File: config.mk
export PLATFORM = sky130hd
export DESIGN_NAME = perf_counter_bank_flat
export DESIGN_NICKNAME = d
export VERILOG_FILES = /design/src/rtl/perf_counter_bank_if.sv /design/src/rtl/perf_counter_bank.sv /design/src/flat_wrapper.sv
export SDC_FILE = /design/constraint.sdc
export NUM_CORES = 1
export LEC_CHECK = 0
export ABC_AREA = 1
export BUFFER_PORTS_ARGS = -buffer_cell sky130_fd_sc_hd__buf_2
export CAP_MARGIN = 20
export CORE_ASPECT_RATIO = 1.2
export CORE_UTILIZATION = 55
export CTS_CLUSTER_DIAMETER = 150
export DETAILED_ROUTE_END_ITERATION = 8
export GPL_ROUTABILITY_DRIVEN = 0
export PLACE_DENSITY = 0.78
export SLEW_MARGIN = 20
export SYNTH_ARGS = -nofsm -noshare
export SYNTH_HDL_FRONTEND = slang
export SYNTH_SLANG_ARGS = --single-unit
File: constraint.sdc
create_clock -name sys_clk -period 2.95 [get_ports sys_clk]
set_input_delay 0.4425 -clock sys_clk [delete_from_list [all_inputs] [get_ports sys_clk]]
set_output_delay 0.4425 -clock sys_clk [all_outputs]
set_load 0.1 [all_outputs]
File: src/rtl/perf_counter_bank_if.sv
// Control, event and CSR read signals of the performance counter bank.
interface perf_counter_bank_if #(
  parameter int unsigned NCHAN = 8,
  parameter int unsigned WIDTH = 32,
  parameter int unsigned INCW  = 2,
  parameter int unsigned AW    = 4
) ();
  logic                    start;
  logic                    busy;
  logic [NCHAN-1:0]        chan_en;
  logic [NCHAN*INCW-1:0]   ev_inc;
  logic                    snap;
  logic                    rd_en;
  logic [AW-1:0]           rd_addr;
  logic [WIDTH-1:0]        rd_data;
  logic                    rd_valid;
  logic [NCHAN:0]          overflow;

  modport master (
    output start, busy, chan_en, ev_inc, snap, rd_en, rd_addr,
    input  rd_data, rd_valid, overflow
  );

  modport slave (
    input  start, busy, chan_en, ev_inc, snap, rd_en, rd_addr,
    output rd_data, rd_valid, overflow
  );
endinterface

File: src/rtl/perf_counter_bank.sv
// NCHAN event counters plus a busy-cycle counter, snapshot shadows and a 1-cycle CSR read port.
// Define PERFCNT_SATURATE_EN for saturating counters; otherwise counters wrap modulo 2^WIDTH.
module perf_counter_bank #(
  parameter int unsigned NCHAN = 8,
  parameter int unsigned WIDTH = 32,
  parameter int unsigned INCW  = 2,
  parameter int unsigned AW    = 4
) (
  input  logic               sys_clk,
  input  logic               sys_rst_n,
  perf_counter_bank_if.slave bus
);
  localparam int unsigned SW = WIDTH + 1;

  logic [WIDTH-1:0] cnt_q      [NCHAN];
  logic [WIDTH-1:0] cnt_d      [NCHAN];
  logic [WIDTH-1:0] shadow_q   [NCHAN];
  logic [WIDTH-1:0] cyc_q, cyc_d, shadow_cyc_q;
  logic [NCHAN:0]   ovf_q, ovf_d, shadow_ovf_q;
  logic [SW-1:0]    sum_c, cyc_sum_c;
  logic [WIDTH-1:0] rd_mux_c;
  logic [WIDTH-1:0] rd_data_q;
  logic             rd_valid_q;

  // Next live values; the carry out of the widened sum is the overflow event
  always_comb begin
    ovf_d     = ovf_q;
    sum_c     = '0;
    cyc_sum_c = '0;
    cyc_d     = cyc_q;
    for (int i = 0; i < NCHAN; i++) begin
      cnt_d[i] = cnt_q[i];
      sum_c    = SW'(cnt_q[i]) + SW'(bus.ev_inc[i*INCW +: INCW]);
      if (bus.chan_en[i]) begin
`ifdef PERFCNT_SATURATE_EN
        cnt_d[i] = sum_c[WIDTH] ? {WIDTH{1'b1}} : sum_c[WIDTH-1:0];
`else
        cnt_d[i] = sum_c[WIDTH-1:0];
`endif
        ovf_d[i] = ovf_q[i] | sum_c[WIDTH];
      end
    end
    cyc_sum_c = SW'(cyc_q) + SW'(1);
    if (bus.busy) begin
`ifdef PERFCNT_SATURATE_EN
      cyc_d = cyc_sum_c[WIDTH] ? {WIDTH{1'b1}} : cyc_sum_c[WIDTH-1:0];
`else
      cyc_d = cyc_sum_c[WIDTH-1:0];
`endif
      ovf_d[NCHAN] = ovf_q[NCHAN] | cyc_sum_c[WIDTH];
    end
  end

  // Live counters; start wins over any increment in the same cycle
  always_ff @(posedge sys_clk or negedge sys_rst_n) begin
    if (!sys_rst_n) begin
      for (int i = 0; i < NCHAN; i++) cnt_q[i] <= '0;
      cyc_q <= '0;
      ovf_q <= '0;
    end else if (bus.start) begin
      for (int i = 0; i < NCHAN; i++) cnt_q[i] <= '0;
      cyc_q <= '0;
      ovf_q <= '0;
    end else begin
      for (int i = 0; i < NCHAN; i++) cnt_q[i] <= cnt_d[i];
      cyc_q <= cyc_d;
      ovf_q <= ovf_d;
    end
  end

  // Shadows capture pre-edge live values, so a colliding start is not seen
  always_ff @(posedge sys_clk or negedge sys_rst_n) begin
    if (!sys_rst_n) begin
      for (int i = 0; i < NCHAN; i++) shadow_q[i] <= '0;
      shadow_cyc_q <= '0;
      shadow_ovf_q <= '0;
    end else if (bus.snap) begin
      for (int i = 0; i < NCHAN; i++) shadow_q[i] <= cnt_q[i];
      shadow_cyc_q <= cyc_q;
      shadow_ovf_q <= ovf_q;
    end
  end

  always_comb begin
    rd_mux_c = '0;
    for (int i = 0; i < NCHAN; i++) begin
      if (bus.rd_addr == AW'(i)) rd_mux_c = shadow_q[i];
    end
    if (bus.rd_addr == AW'(NCHAN))     rd_mux_c = shadow_cyc_q;
    if (bus.rd_addr == AW'(NCHAN + 1)) rd_mux_c = WIDTH'(shadow_ovf_q);
  end

  // Read port; rd_data holds between reads
  always_ff @(posedge sys_clk or negedge sys_rst_n) begin
    if (!sys_rst_n) begin
      rd_data_q  <= '0;
      rd_valid_q <= 1'b0;
    end else begin
      rd_valid_q <= bus.rd_en;
      if (bus.rd_en) rd_data_q <= rd_mux_c;
    end
  end

  assign bus.rd_data  = rd_data_q;
  assign bus.rd_valid = rd_valid_q;
  assign bus.overflow = ovf_q;
endmodule

File: src/flat_wrapper.sv
// flat-port wrapper written by rule: the top's interface ports become plain ports
module perf_counter_bank_flat 
#(
  parameter int unsigned NCHAN = 8,
  parameter int unsigned WIDTH = 32,
  parameter int unsigned INCW  = 2,
  parameter int unsigned AW    = 4
)
  (sys_clk, sys_rst_n, bus_start, bus_busy, bus_chan_en, bus_ev_inc, bus_snap, bus_rd_en, bus_rd_addr, bus_rd_data, bus_rd_valid, bus_overflow);
  perf_counter_bank_if #(.NCHAN(NCHAN), .WIDTH(WIDTH), .INCW(INCW), .AW(AW)) bus_i ();
  input  logic sys_clk;
  input  logic sys_rst_n;
  input wire logic [$bits(bus_i.start)-1:0] bus_start;
  input wire logic [$bits(bus_i.busy)-1:0] bus_busy;
  input wire logic [$bits(bus_i.chan_en)-1:0] bus_chan_en;
  input wire logic [$bits(bus_i.ev_inc)-1:0] bus_ev_inc;
  input wire logic [$bits(bus_i.snap)-1:0] bus_snap;
  input wire logic [$bits(bus_i.rd_en)-1:0] bus_rd_en;
  input wire logic [$bits(bus_i.rd_addr)-1:0] bus_rd_addr;
  output wire logic [$bits(bus_i.rd_data)-1:0] bus_rd_data;
  output wire logic [$bits(bus_i.rd_valid)-1:0] bus_rd_valid;
  output wire logic [$bits(bus_i.overflow)-1:0] bus_overflow;
  assign bus_i.start = bus_start;
  assign bus_i.busy = bus_busy;
  assign bus_i.chan_en = bus_chan_en;
  assign bus_i.ev_inc = bus_ev_inc;
  assign bus_i.snap = bus_snap;
  assign bus_i.rd_en = bus_rd_en;
  assign bus_i.rd_addr = bus_rd_addr;
  assign bus_rd_data = bus_i.rd_data;
  assign bus_rd_valid = bus_i.rd_valid;
  assign bus_overflow = bus_i.overflow;
  perf_counter_bank #(.NCHAN(NCHAN), .WIDTH(WIDTH), .INCW(INCW), .AW(AW)) u_core (.sys_clk(sys_clk), .sys_rst_n(sys_rst_n), .bus(bus_i));
endmodule
==> results.sh, run 1 <==
export IMPL_status="finished, final reports clean"
export IMPL_worst_pin_slew_ps=1040
export IMPL_p_switching_mw=5.19
export IMPL_tritoncts="built"
export IMPL_grt_pass1_wl_mm=169
export IMPL_clockBufferDepth=3
export IMPL_cp_max_fo=7
export IMPL_maxCapViolCount=0
export IMPL_p_leak_nw=16.4
export IMPL_die_y_um=274
export IMPL_fin_area_mm2=0.0373
export IMPL_crit_chain="ha_1, fa_1, nand3_1, nor2_1, nand2_1, nor3_2, nand2_1, nor2_1, nand2_1, nand2_1, nand2_1, nor2_1"
export IMPL_drtPass1Iterations=7
export IMPL_clockRootBuffer="clkbuf_16"
export IMPL_placed_area_mm2=0.0351
export IMPL_ys_warnings_count=0
export IMPL_clk_pin_slew_ps=60
export IMPL_vias=32800
export IMPL_fin_tns_setup_ps=0
export IMPL_synth_nets=4713
export IMPL_clock_skew_final_ps=23.0
export IMPL_syn_avg_cell_area_um2=7.28
export IMPL_vdd_ir_drop_worst_uv=324
export IMPL_viasPerCell=5.95
export IMPL_slew_violations=0
export IMPL_area_delta_synth_final_pct=10.3
export IMPL_grt_use_total=0.343
export IMPL_ant_nets=0
export IMPL_synthTopCellsByArea="dfrtp_1 46%, nand2_1 13%, nor2_1 6.6%"
export IMPL_antenna_found_initial=1
export IMPL_cpMostUsedCell="nand2_1"
export IMPL_cellPowerDensity_mw_per_mm2=528
export IMPL_cp_num_buf_inv=0
export IMPL_ys_flop_type="dfrtp_1"
export IMPL_setup_worst_path_end_class="flip-flop"
export IMPL_wl_mm=107
export IMPL_grt_overflow=0
export IMPL_hold_viol_final=0
export IMPL_die_area_mm2=0.0626
export IMPL_drc=0
export IMPL_hp_class="input pin to flip-flop"
export IMPL_arrival_ps=2890
export IMPL_grt_pass1_vias=30400
export IMPL_timing_fmax_mhz=424
export IMPL_cts_htree_levels=3
export IMPL_num_rows=99
export IMPL_clkSinkCount=627
export IMPL_syn_area_mm2=0.0339
export IMPL_io_pins=76
export IMPL_seqPwrFrac=0.463
export IMPL_yosysSeqAreaShare=0.463
export IMPL_pwr_share_comb=0.083
export IMPL_start_util=0.557
export IMPL_power_total_mw=19.7
export IMPL_layout_nets=4719
export IMPL_startpoint_type="flip-flop"
export IMPL_wl_per_cell_um=19.4
export IMPL_hpwlAfterDp_mm=78.4
export IMPL_holdWs_ps=146
export IMPL_relSlewSlack=0.304
export IMPL_drive_gt1_frac=0.0616
export IMPL_fin_crit_sh=0.800
export IMPL_grt_max_degree=99
export IMPL_core_area_mm2=0.0608
export IMPL_dpl_cell_count=5399
export IMPL_rsz0062_at_grt="false"
export IMPL_setup_violations_final=0
export IMPL_crit_type="flip-flop to flip-flop"
export IMPL_clk_latency_ps=610
export IMPL_synth_top_cells_by_count="1157 x nand2_1, 627 x dfrtp_1, 595 x nor2_1"
export IMPL_critPathSlowestCell="dfrtp_1"
export IMPL_synth_edf_count=0
export IMPL_required_ps=3480
export IMPL_synth_seq_cells=627
export IMPL_crit_family="simple AND/OR/NAND/NOR gates"
export IMPL_drtIter0Drc=4432
export IMPL_synth_cell_types=31
export IMPL_cts_resized=0
export IMPL_synthMostInstantiatedCell="nand2_1"
export IMPL_port_buffers=75
export IMPL_p_int_mw=14.5
export IMPL_fin_cells=5516
export IMPL_finalCriticalPeriod_ps=2360
export IMPL_yosysTopAreaCell="dfrtp_1"
export IMPL_die_x_um=229
export IMPL_synthArstFlopShare=1.00
export IMPL_fillCellCount=5256
export IMPL_p_sw_frac=0.263
export IMPL_cts_buffers=66
export IMPL_synth_top_area_frac=0.463
export IMPL_cpPeakStageDelay_ps=390
export IMPL_clockPowerShare=0.454
export IMPL_syn_inst=4654
## worst paths after layout
kind,cells past startpoint,to,slack (ps),from
min reg2reg,2,u_core.bus.rd_data[28],510,u_core.bus.rd_data[28]
max in group asynchronous,3,u_core.shadow_q[164],1580,sys_rst_n
min,1,u_core.bus.rd_valid,150,bus_rd_en
max,12,u_core.cnt_q[106],590,u_core.cnt_q[96]
max reg2reg,12,u_core.cnt_q[106],590,u_core.cnt_q[96]
min in group asynchronous,2,u_core.cnt_q[24],360,sys_rst_n
## per-layer routing
layer | GRT usage | vias up | share of wire
li1 | - | 15200 | -
met1 | 0.458 | 15500 | 0.40
met2 | 0.541 | 1725 | 0.45
met3 | 0.0684 | 340 | 0.10
met4 | 0.158 | 0 | 0.051
met5 | 0 | - | 0
## timing repair
action                    4_1_cts  5_1_grt
setup buffers                   0        0
hold endpoints to repair       39        0
hold buffers                    1        0
## sequential cells by signal (all words and copies together), names as in the netlist
| signal | cells |
|---|---|
| u_core.shadow_cyc_q | 32 |
| u_core.cnt_q | 256 |
| u_core.bus.rd_valid | 1 |
| u_core.shadow_q | 256 |
| u_core.bus.overflow | 9 |
| u_core.shadow_ovf_q | 9 |
| u_core.cyc_q | 32 |
| u_core.bus.rd_data | 32 |
## area by class of cell
class | count | area (µm²) | share of cell area
tap | 808 | 1010 | 0.0271
multi-input combinational | 3312 | 15400 | 0.413
antenna | 1 | 2.50 | 0.0000670
clock buffer | 88 | 1910 | 0.0511
clock inverter | 27 | 377 | 0.0101
sequential | 627 | 15700 | 0.420
timing repair buffer | 127 | 951 | 0.0255
inverter | 526 | 1980 | 0.0531
## cells by family (layout without fill, tap and decap cells)
family / Yosys count / after routing / share of synthesized area
and+or+nand+nor: 2513 / 2513 / 0.321
buffers and inverters: 715 / 768 / 0.0813
AOI/OAI and AO/OA: 708 / 708 / 0.105
DFF: 627 / 627 / 0.463
xor gates and xnor gates: 46 / 46 / 0.0119
adders and majority gates: 25 / 25 / 0.0110
muxes: 20 / 20 / 0.00665
other: 0 / 1 / 0
## power by group through the flow
stage | logic, mW | clock network [mW] | registers (mW)
after floorplan | 0.707 | 0 | 9.48
after global placement | 1.59 | 0 | 9.28
after detailed placement | 1.61 | 0 | 9.28
after CTS | 1.62 | 8.99 | 9.13
after global routing | 1.77 | 9.33 | 9.15
final | 1.64 | 8.95 | 9.15
## placed cells by master, fill, tap and decap left out, types with 9 or more instances in the layout
cell type / n
dfrtp_1: 627
clkbuf_8: 11
inv_1: 517
nor3_2: 9
buf_4: 38
nand2_1: 1157
xnor2_1: 9
bufinv_16: 9
buf_2: 73
clkinv_2: 13
mux2_2: 20
nor3_1: 134
a21oi_1: 271
o21ai_1: 21
nand4_1: 277
o21ai_0: 404
xor2_1: 37
nor2_1: 593
ha_1: 17
buf_12: 13
nand3_1: 298
clkbuf_16: 69
## through the flow
step / setup WS (ps) / util
global route: 366 / 0.614
CTS: 639 / 0.614
global placement: 565 / 0.576
detailed placement: 535 / 0.576
finish: 591 / 0.614
floorplan: 1010 / -
No activity file was read; power rests on OpenSTA's default activity.
==> run 2: changes to the inputs <==
==> constraint.sdc (replaced) <==
create_clock -name sys_clk -period 2.5 [get_ports sys_clk]
set_input_delay 0.375 -clock sys_clk [delete_from_list [all_inputs] [get_ports sys_clk]]
set_output_delay 0.375 -clock sys_clk [all_outputs]
set_load 0.1 [all_outputs]
==> results.sh, run 2 (synthesis gave the netlist of run 1 again) <==
export IMPL_layout_common_cells="1157 x nand2_1, 627 x dfrtp_1, 593 x nor2_1"
export IMPL_hold_path_startpoint="bus_rd_en"
export IMPL_grt_overflow=0
export IMPL_required_ps=3050
export IMPL_drtIter0Drc=4081
export IMPL_vdd_ir_drop_worst_uv=484
export IMPL_antenna_found_initial=0
export IMPL_wl_met2_mm=46.9
export IMPL_diodes=0
export IMPL_power_total_mw=23.3
export IMPL_largest_registers="u_core.cnt_q: 256 flops, u_core.shadow_q: 256 flops"
export IMPL_cp_max_fo=7
export IMPL_final_common_cell="nand2_1"
export IMPL_worst_pin_slew_ps=912
export IMPL_die_area_mm2=0.0626
export IMPL_clockRootBuffer="clkbuf_16"
export IMPL_seq_area_mm2=0.0157
export IMPL_hp_class="input pin to flip-flop"
export IMPL_fin_crit_sh=0.887
export IMPL_fin_cells=5557
export IMPL_top_layer="met4"
export IMPL_wl_met3_mm=9.17
export IMPL_timing_fmax_mhz=451
export IMPL_r2r_end="u_core.cnt_q[170]"
export IMPL_wl_per_cell_um=18.7
export IMPL_dpl_cell_count=5431
export IMPL_clk_pin_slew_ps=60
export IMPL_grt_use_total=0.335
export IMPL_rrSetupSlack_ps=280
export IMPL_rsz0062_at_grt="false"
export IMPL_crit_type="flip-flop to flip-flop"
export IMPL_die_y_um=274
export IMPL_setup_ws_ps=283
export IMPL_drtPass1Iterations=6
export IMPL_fillCellCount=5322
export IMPL_cts_buffers=68
export IMPL_tritoncts="built"
export IMPL_grt_pass1_wl_mm=166
export IMPL_holdPathEnd="u_core.bus.rd_valid"
export IMPL_reg2reg_from="u_core.cnt_q[160]"
export IMPL_clock_skew_final_ps=34.2
export IMPL_drive_gt1_frac=0.0689
export IMPL_hpwlAfterDp_mm=75.8
export IMPL_layout_nets=4753
export IMPL_startpoint_type="flip-flop"
export IMPL_setup_worst_path_end_class="flip-flop"
export IMPL_slew_violations=0
export IMPL_grt_max_degree=64
export IMPL_multi_input_area_mm2=0.0154
export IMPL_num_rows=99
export IMPL_setup_violations_final=0
export IMPL_clockBufferDepth=3
export IMPL_wirelength_met1_mm=41.8
export IMPL_place_ws_ps=216
export IMPL_io_pins=76
export IMPL_cts_htree_levels=3
export IMPL_status="finished, final reports clean"
export IMPL_die_x_um=229
export IMPL_wl_mm=104
export IMPL_clkSinkCount=627
export IMPL_p_leak_nw=16.6
export IMPL_cellPowerDensity_mw_per_mm2=616
export IMPL_relSlewSlack=0.392
export IMPL_viasPerCell=5.89
export IMPL_area_delta_synth_final_pct=11.5
export IMPL_finalCriticalPeriod_ps=2220
export IMPL_port_buffers=75
export IMPL_clk_latency_ps=620
export IMPL_grt_pass1_vias=30600
export IMPL_rr_worst_depth=12
export IMPL_hold_depth=1
export IMPL_core_area_mm2=0.0608
export IMPL_holdWs_ps=78.3
export IMPL_arrival_ps=2760
export IMPL_fin_tns_setup_ps=0
export IMPL_start_util=0.557
export IMPL_ant_nets=0
export IMPL_hold_viol_final=0
export IMPL_vias=32700
export IMPL_drc=0
export IMPL_maxCapViolCount=0
## run 2: worst max-delay path, cell delays in order (launching register included)
cell	delay, ps
dfrtp_1	360
ha_1	270
fa_1	340
nand3_1	120
nor2_1	210
nand2_1	120
nor3_2	210
nand2_1	100
nor2_1	150
nand2_1	90
nand2_1	60
nand2_1	50
nor2_1	80
## run 2: power breakdown
group	total, mW	internal [mW]	switching (mW)
logic	2.00	0.465	1.53
registers	10.7	10.5	0.290
clock network	10.5	6.20	4.33
total	23.3	17.1	6.15
## run 2: through the flow
stage	cell area, µm²	utilization
after global placement	35400	0.583
after floorplan	33900	-
after CTS	37800	0.621
after global routing	37800	0.621
final	37800	0.621
after detailed placement	35400	0.583
## run 2: per-layer routing
metal,vias to the layer above,global-route usage
li1,15300,-
met1,15500,0.447
met2,1581,0.518
met3,334,0.0588
met4,0,0.187
met5,-,0
## run 2: what timing repair did
item                       in CTS  in global routing
hold buffers                    1                  0
hold endpoints to repair       37                  0
setup endpoints to repair       0                  1
buffers inserted                0                  0
gates resized for setup         0                  1
## run 2: worst max-delay path by stage
stage / slack, ps / startpoint / to / cells after the start
6_report: 280 / u_core.cnt_q[160] / u_core.cnt_q[170] / 12
5_1_grt: 20 / u_core.cnt_q[32] / u_core.cnt_q[42] / 12
4_1_cts: 260 / u_core.cnt_q[160] / u_core.cnt_q[170] / 12
3_5_place_dp: 220 / bus_ev_inc[12] / u_core.cnt_q[42] / 12
3_3_place_gp: 290 / bus_ev_inc[12] / u_core.cnt_q[42] / 13
2_1_floorplan: 630 / bus_ev_inc[12] / u_core.cnt_q[42] / 12
## run 2: cell type report
type	instances	share of cell area
timing repair buffer	159	0.0352
multi-input combinational	3312	0.409
clock buffer	94	0.0514
inverter	526	0.0525
clock inverter	31	0.00991
sequential	627	0.416
tap	808	0.0268
